File: config.mk
export PLATFORM = sky130hd
export DESIGN_NAME = imm_extend_stage
export DESIGN_NICKNAME = d
export VERILOG_FILES = /design/src/rtl/mips_pkg.sv /design/src/rtl/ext_fifo.sv /design/src/rtl/imm_extend_stage.sv
export SDC_FILE = /design/constraint.sdc
export NUM_CORES = 1
export LEC_CHECK = 0
export ABC_AREA = 0
export CAP_MARGIN = 10
export CORE_MARGIN = 5
export CORE_UTILIZATION = 44
export CTS_CLUSTER_SIZE = 8
export DETAILED_ROUTE_END_ITERATION = 12
export GPL_TIMING_DRIVEN = 1
export PLACE_DENSITY = 0.71
export SYNTH_ARGS = -nofsm -noshare
export SYNTH_HDL_FRONTEND = slang
export SYNTH_HIERARCHICAL = 1
export SYNTH_SLANG_ARGS = --single-unit
File: constraint.sdc
create_clock -name clk -period 3.63 [get_ports clk]
set_input_delay 0.5445 -clock clk [delete_from_list [all_inputs] [get_ports clk]]
set_output_delay 0.5445 -clock clk [all_outputs]
set_load 0.03 [all_outputs]
File: src/rtl/mips_pkg.sv
// ============================================================================
// Module  : mips_pkg
// Purpose : Shared decode/execute types: immediate extension mode encoding.
// Revision: 1.0 - initial release
// ============================================================================
`default_nettype none

package mips_pkg;

  typedef logic [1:0] ext_mode_t;

  localparam ext_mode_t EXT_ZERO   = 2'b00;
  localparam ext_mode_t EXT_SIGN   = 2'b01;
  localparam ext_mode_t EXT_UPPER  = 2'b10;
  localparam ext_mode_t EXT_BRANCH = 2'b11;

endpackage

`default_nettype wire

File: src/rtl/ext_fifo.sv
// ============================================================================
// Module  : ext_fifo
// Purpose : Generic WIDTH x DEPTH valid/ready FIFO with flush and a registered head.
// Revision: 1.0 - initial release
// ============================================================================
`default_nettype none

module ext_fifo #(
  parameter int WIDTH = 32,
  parameter int DEPTH = 2,
  parameter int CW    = $clog2(DEPTH + 1)
) (
  input  logic             clk,
  input  logic             rst_n,
  input  logic             flush,
  input  logic             in_valid,
  output logic             in_ready,
  input  logic [WIDTH-1:0] in_data,
  output logic             out_valid,
  input  logic             out_ready,
  output logic [WIDTH-1:0] out_data,
  output logic [CW-1:0]    occupancy
);

  localparam int PW = (DEPTH > 1) ? $clog2(DEPTH) : 1;
  localparam logic [PW-1:0] c_last_ptr = PW'(DEPTH - 1);

  logic [WIDTH-1:0] r_mem [DEPTH];
  logic [PW-1:0]    r_rd_ptr;
  logic [PW-1:0]    r_wr_ptr;
  logic [CW-1:0]    r_count;
  logic [WIDTH-1:0] r_head;

  logic             w_push;
  logic             w_pop;
  logic [PW-1:0]    w_rd_nxt;
  logic [PW-1:0]    w_wr_nxt;
  logic [PW-1:0]    w_head_idx;
  logic [CW-1:0]    w_count_nxt;
  logic [WIDTH-1:0] w_head_src;

  assign in_ready  = (r_count < CW'(DEPTH));
  assign out_valid = (r_count != '0);
  assign out_data  = r_head;
  assign occupancy = r_count;

  assign w_push = in_valid && in_ready;
  assign w_pop  = out_valid && out_ready;

  // DEPTH may be any value, so wrap by compare rather than truncation
  assign w_rd_nxt = (r_rd_ptr == c_last_ptr) ? '0 : r_rd_ptr + 1'b1;
  assign w_wr_nxt = (r_wr_ptr == c_last_ptr) ? '0 : r_wr_ptr + 1'b1;

  always_comb begin
    w_count_nxt = r_count;
    case ({w_push, w_pop})
      2'b10:   w_count_nxt = r_count + 1'b1;
      2'b01:   w_count_nxt = r_count - 1'b1;
      default: w_count_nxt = r_count;
    endcase
  end

  // Next head comes straight from the input when it lands in the head slot
  assign w_head_idx = w_pop ? w_rd_nxt : r_rd_ptr;
  assign w_head_src = (w_push && (w_head_idx == r_wr_ptr)) ? in_data : r_mem[w_head_idx];

  always_ff @(posedge clk) begin
    if (w_push && !flush) begin
      r_mem[r_wr_ptr] <= in_data;
    end
  end

  always_ff @(posedge clk or negedge rst_n) begin
    if (!rst_n) begin
      r_rd_ptr <= '0;
      r_wr_ptr <= '0;
      r_count  <= '0;
      r_head   <= '0;
    end else if (flush) begin
      r_rd_ptr <= '0;
      r_wr_ptr <= '0;
      r_count  <= '0;
    end else begin
      if (w_push) begin
        r_wr_ptr <= w_wr_nxt;
      end
      if (w_pop) begin
        r_rd_ptr <= w_rd_nxt;
      end
      r_count <= w_count_nxt;
      if (w_count_nxt != '0) begin
        r_head <= w_head_src;
      end
    end
  end

endmodule

`default_nettype wire

File: src/rtl/imm_extend_stage.sv
// ============================================================================
// Module  : imm_extend_stage
// Purpose : Immediate extender (zero/sign/upper/branch) feeding a small valid/ready buffer.
// Revision: 1.0 - initial release
// ============================================================================
`default_nettype none

module imm_extend_stage
  import mips_pkg::*;
#(
  parameter int IN_W  = 16,
  parameter int OUT_W = 32,
  parameter int DEPTH = 2
) (
  input  logic                       clk,
  input  logic                       rst_n,
  input  logic                       flush,
  input  logic                       in_valid,
  output logic                       in_ready,
  input  logic [IN_W-1:0]            in_imm,
  input  ext_mode_t                  in_mode,
  output logic                       out_valid,
  input  logic                       out_ready,
  output logic [OUT_W-1:0]           out_imm,
  output logic [$clog2(DEPTH+1)-1:0] occupancy
);

  localparam int CW = $clog2(DEPTH + 1);

  generate
    if ((IN_W < 1) || (IN_W >= OUT_W - 1)) begin : g_bad_width
      $error("imm_extend_stage: IN_W must be in 1 .. OUT_W-2");
    end
    if ((DEPTH < 1) || (DEPTH > 8)) begin : g_bad_depth
      $error("imm_extend_stage: DEPTH must be in 1 .. 8");
    end
  endgenerate

  logic [OUT_W-1:0] w_zext;
  logic [OUT_W-1:0] w_sext;
  logic [OUT_W-1:0] w_upper;
  logic [OUT_W-1:0] w_branch;
  logic [OUT_W-1:0] w_ext;

  assign w_zext   = {{(OUT_W-IN_W){1'b0}}, in_imm};
  assign w_sext   = {{(OUT_W-IN_W){in_imm[IN_W-1]}}, in_imm};
  assign w_upper  = {in_imm, {(OUT_W-IN_W){1'b0}}};
  assign w_branch = {w_sext[OUT_W-3:0], 2'b00};

  always_comb begin
    w_ext = w_zext;
    case (in_mode)
      EXT_ZERO:   w_ext = w_zext;
      EXT_SIGN:   w_ext = w_sext;
      EXT_UPPER:  w_ext = w_upper;
      EXT_BRANCH: w_ext = w_branch;
      default:    w_ext = w_zext;
    endcase
  end

  ext_fifo #(
    .WIDTH (OUT_W),
    .DEPTH (DEPTH),
    .CW    (CW)
  ) u_fifo (
    .clk       (clk),
    .rst_n     (rst_n),
    .flush     (flush),
    .in_valid  (in_valid),
    .in_ready  (in_ready),
    .in_data   (w_ext),
    .out_valid (out_valid),
    .out_ready (out_ready),
    .out_data  (out_imm),
    .occupancy (occupancy)
  );

endmodule

`default_nettype wire
==> results.sh <==
export IMPL_critical_path_slowest_cell="nor3_4"
export IMPL_std_cell_rows=39
export IMPL_netlist_instances=405
export IMPL_yosysSeqAreaShare_pct=56.41
export IMPL_synth_warnings=6
export IMPL_tns_ns=0
export IMPL_avgRoutedWirePerCell_um=21.80
export IMPL_antenna_found_initial=0
export IMPL_nFillCells=967
export IMPL_fin_skew_ns=0.008035
export IMPL_boundaryPins=59
export IMPL_cts_setup_buffers=0
export IMPL_outcome="finished, final reports clean"
export IMPL_synth_edf_count=64
export IMPL_drv_slew=0
export IMPL_leakagePower_nw=1.982
export IMPL_finalSetupViolCount=0
export IMPL_final_common_cell="edfxtp_1"
export IMPL_fin_nets=468
export IMPL_clkSinkCount=100
export IMPL_grt_max_degree=64
export IMPL_numPortBuffers=58
export IMPL_synth_async_reset_ratio_pct=36.00
export IMPL_hold_violations=0
export IMPL_fp_dieW_um=116.6
export IMPL_cts_buffers=9
export IMPL_gr_usage_all_layers_pct=19.88
export IMPL_clk_path_buf_depth=2
export IMPL_startpoint_type="input pin"
export IMPL_initial_utilization_pct=44.39
export IMPL_drive_gt1_share_pct=14.25
export IMPL_ys_top_cells_by_area="edfxtp_1 38%, dfrtp_1 18%, nand3_1 6.2%"
export IMPL_max_freq_mhz=320.9
export IMPL_ys_types=45
export IMPL_end_kind="flop"
export IMPL_path_class="in -> reg"
export IMPL_min_period_over_period_pct=85.83
export IMPL_ys_ff_latch=100
export IMPL_path_cells="clkdlybuf4s50_1 -> o21ai_4 -> inv_1 -> ha_1 -> nand3b_1 -> a21oi_1 -> nor3_4 -> buf_12 -> nor2_1 -> a41oi_1"
export IMPL_via_per_inst=6.389
export IMPL_required_ns=3.88
export IMPL_overflow=0
export IMPL_finalWirelength_um=12910
export IMPL_fin_crit_ns=3.116
export IMPL_drc=0
export IMPL_clockRootBuffer="clkbuf_16"
export IMPL_grt_pass1_vias=3960
export IMPL_clk_pin_slew_ns=0.07
export IMPL_synth_top_area_share_pct=38.41
export IMPL_cp_max_fo=40
export IMPL_dr_first_iter_drc_count=302
export IMPL_vias=3782
export IMPL_vdd_drop_max_mv=0.5640
export IMPL_ctsResizeCount=0
export IMPL_core_region_area_mm2=0.01127
export IMPL_insertion_delay_ns=0.35
export IMPL_antennaDiodeCount=0
export IMPL_synth_area_mm2=0.005004
export IMPL_synth_top_cell_by_area="edfxtp_1"
export IMPL_worstPathArrival_ns=3.37
export IMPL_hp_class="in -> async"
export IMPL_synthToLayoutAreaGrowth_pct=19.28
export IMPL_rsz0062_at_grt="no"
export IMPL_post_route_util_pct=52.95
export IMPL_syn_area_per_cell_um2=12.35
export IMPL_die_h_um=116.6
export IMPL_ant_nets=0
export IMPL_p_per_area_mw_per_mm2=873.2
export IMPL_holdBufCountCts=0
export IMPL_tightest_slew_ns=1.170
export IMPL_cts_tree="yes"
export IMPL_die_area_mm2=0.01360
export IMPL_synth_ff_type="edfxtp_1"
export IMPL_htree_levels=3
export IMPL_firstDrtPassIters=5
export IMPL_final_cell_mix="64 x edfxtp_1, 62 x nand3_1, 57 x clkdlybuf4s50_1"
export IMPL_critical_path_max_stage_delay_ns=0.90
export IMPL_max_cap_violations=0
export IMPL_syn_nets=429
export IMPL_slew_headroom_pct=21.76
export IMPL_gp_congestion=0.8423
export IMPL_grt_first_pass_wirelength_um=21030
export IMPL_dpl_hpwl_um=7989
-- area by class of cell --
cell class / instances / area, um2 / area share, %
clock buffer: 10 / 239.0 / 4.004
clock inverter: 6 / 46.29 / 0.7757
inverter: 4 / 15.01 / 0.2516
multi-input combinational: 258 / 1943 / 32.56
sequential: 100 / 2823 / 47.30
tap: 143 / 178.9 / 2.998
timing repair buffer: 71 / 723.2 / 12.12
-- metrics by stage --
stage	power [mW]	std cells	hold slack (ns)	area (um2)	worst slack, ns
finish	5.212	592	0.3345	5968	0.5142
global route	5.516	592	0.3990	5968	0.2116
CTS	5.240	592	0.3633	5968	0.5015
detailed placement	4.313	576	0.5301	5683	0.1331
global placement	4.250	576	0.5277	5683	0.2545
floorplan	3.482	405	0.2489	5009	0.7748
-- state kept, by name, summed over array words and instances, names as in the netlist --
name	cells
u_fifo/r_wr_ptr	1
u_fifo/r_mem	64
u_fifo/occupancy	2
u_fifo/out_data	32
u_fifo/r_rd_ptr	1
-- synthesized netlist by cell type, types with 2 or more instances --
| cell type | count |
|---|---|
| mux2i_1 | 3 |
| nand2_1 | 2 |
| buf_4 | 3 |
| o211ai_1 | 31 |
| a41oi_1 | 19 |
| dfrtp_1 | 36 |
| clkbuf_1 | 17 |
| a22o_1 | 14 |
| nand3_1 | 62 |
| buf_2 | 15 |
| edfxtp_1 | 64 |
| xnor2_1 | 2 |
| nor2_1 | 34 |
| and2b_2 | 2 |
| buf_8 | 2 |
| a21o_2 | 4 |
| a41oi_2 | 12 |
| a21o_1 | 10 |
| buf_6 | 6 |
| a21oi_1 | 6 |
| or2_2 | 2 |
| o21ai_0 | 2 |
| nand2b_1 | 4 |
| inv_1 | 2 |
| o32a_1 | 31 |
-- worst max-delay path, delay by kind of cell --
| family | cells | cell delay, ns |
|---|---|---|
| buf+inv | 3 | 0.88 |
| compound gates | 3 | 0.46 |
| fa+ha+maj | 1 | 0.38 |
| simple gates | 3 | 1.09 |
-- power by group --
group          leakage, nW  switching [mW]  total, mW  internal [mW]
Sequential           0.994           0.176       1.66           1.49
Combinational        0.853            1.55       2.62           1.07
Clock                0.135           0.441      0.930          0.489
Total                 1.98            2.16       5.21           3.05
-- worst paths after layout --
kind	endpoint	cells past startpoint	from	slack, ns
setup / recovery	u_fifo/out_data[12]$_DFFE_PN0P_	10	out_ready	0.51
hold / removal	u_fifo/out_data[29]$_DFFE_PN0P_	1	rst_n	0.33
setup reg to reg	u_fifo/out_data[12]$_DFFE_PN0P_	9	u_fifo/occupancy[0]$_DFF_PN0_	0.55
hold reg to reg	u_fifo/out_data[2]$_DFFE_PN0P_	2	u_fifo/out_data[2]$_DFFE_PN0P_	0.55
max in group asynchronous	u_fifo/out_data[15]$_DFFE_PN0P_	1	rst_n	2.71
min in group clk	u_fifo/out_data[2]$_DFFE_PN0P_	2	u_fifo/out_data[2]$_DFFE_PN0P_	0.55
-- cells by family after synthesis --
logic type	synth area share (%)
compound gates	24.21
xor+xnor	1.075
fa+ha+maj	0.2500
buf+inv	5.476
flops	56.41
mux	1.050
simple gates	11.53
-- per-layer routing --
| metal | up-vias | share of wire (%) | global-route usage, % |
|---|---|---|---|
| met3 | 20 | 6.0 | 2.798 |
| met4 | 0 | 1.7 | 6.575 |
| li1 | 1712 | - | - |
| met5 | - | 0 | 0 |
| met2 | 157 | 50 | 33.18 |
| met1 | 1893 | 43 | 26.84 |
(Power assumes the default switching activity.)
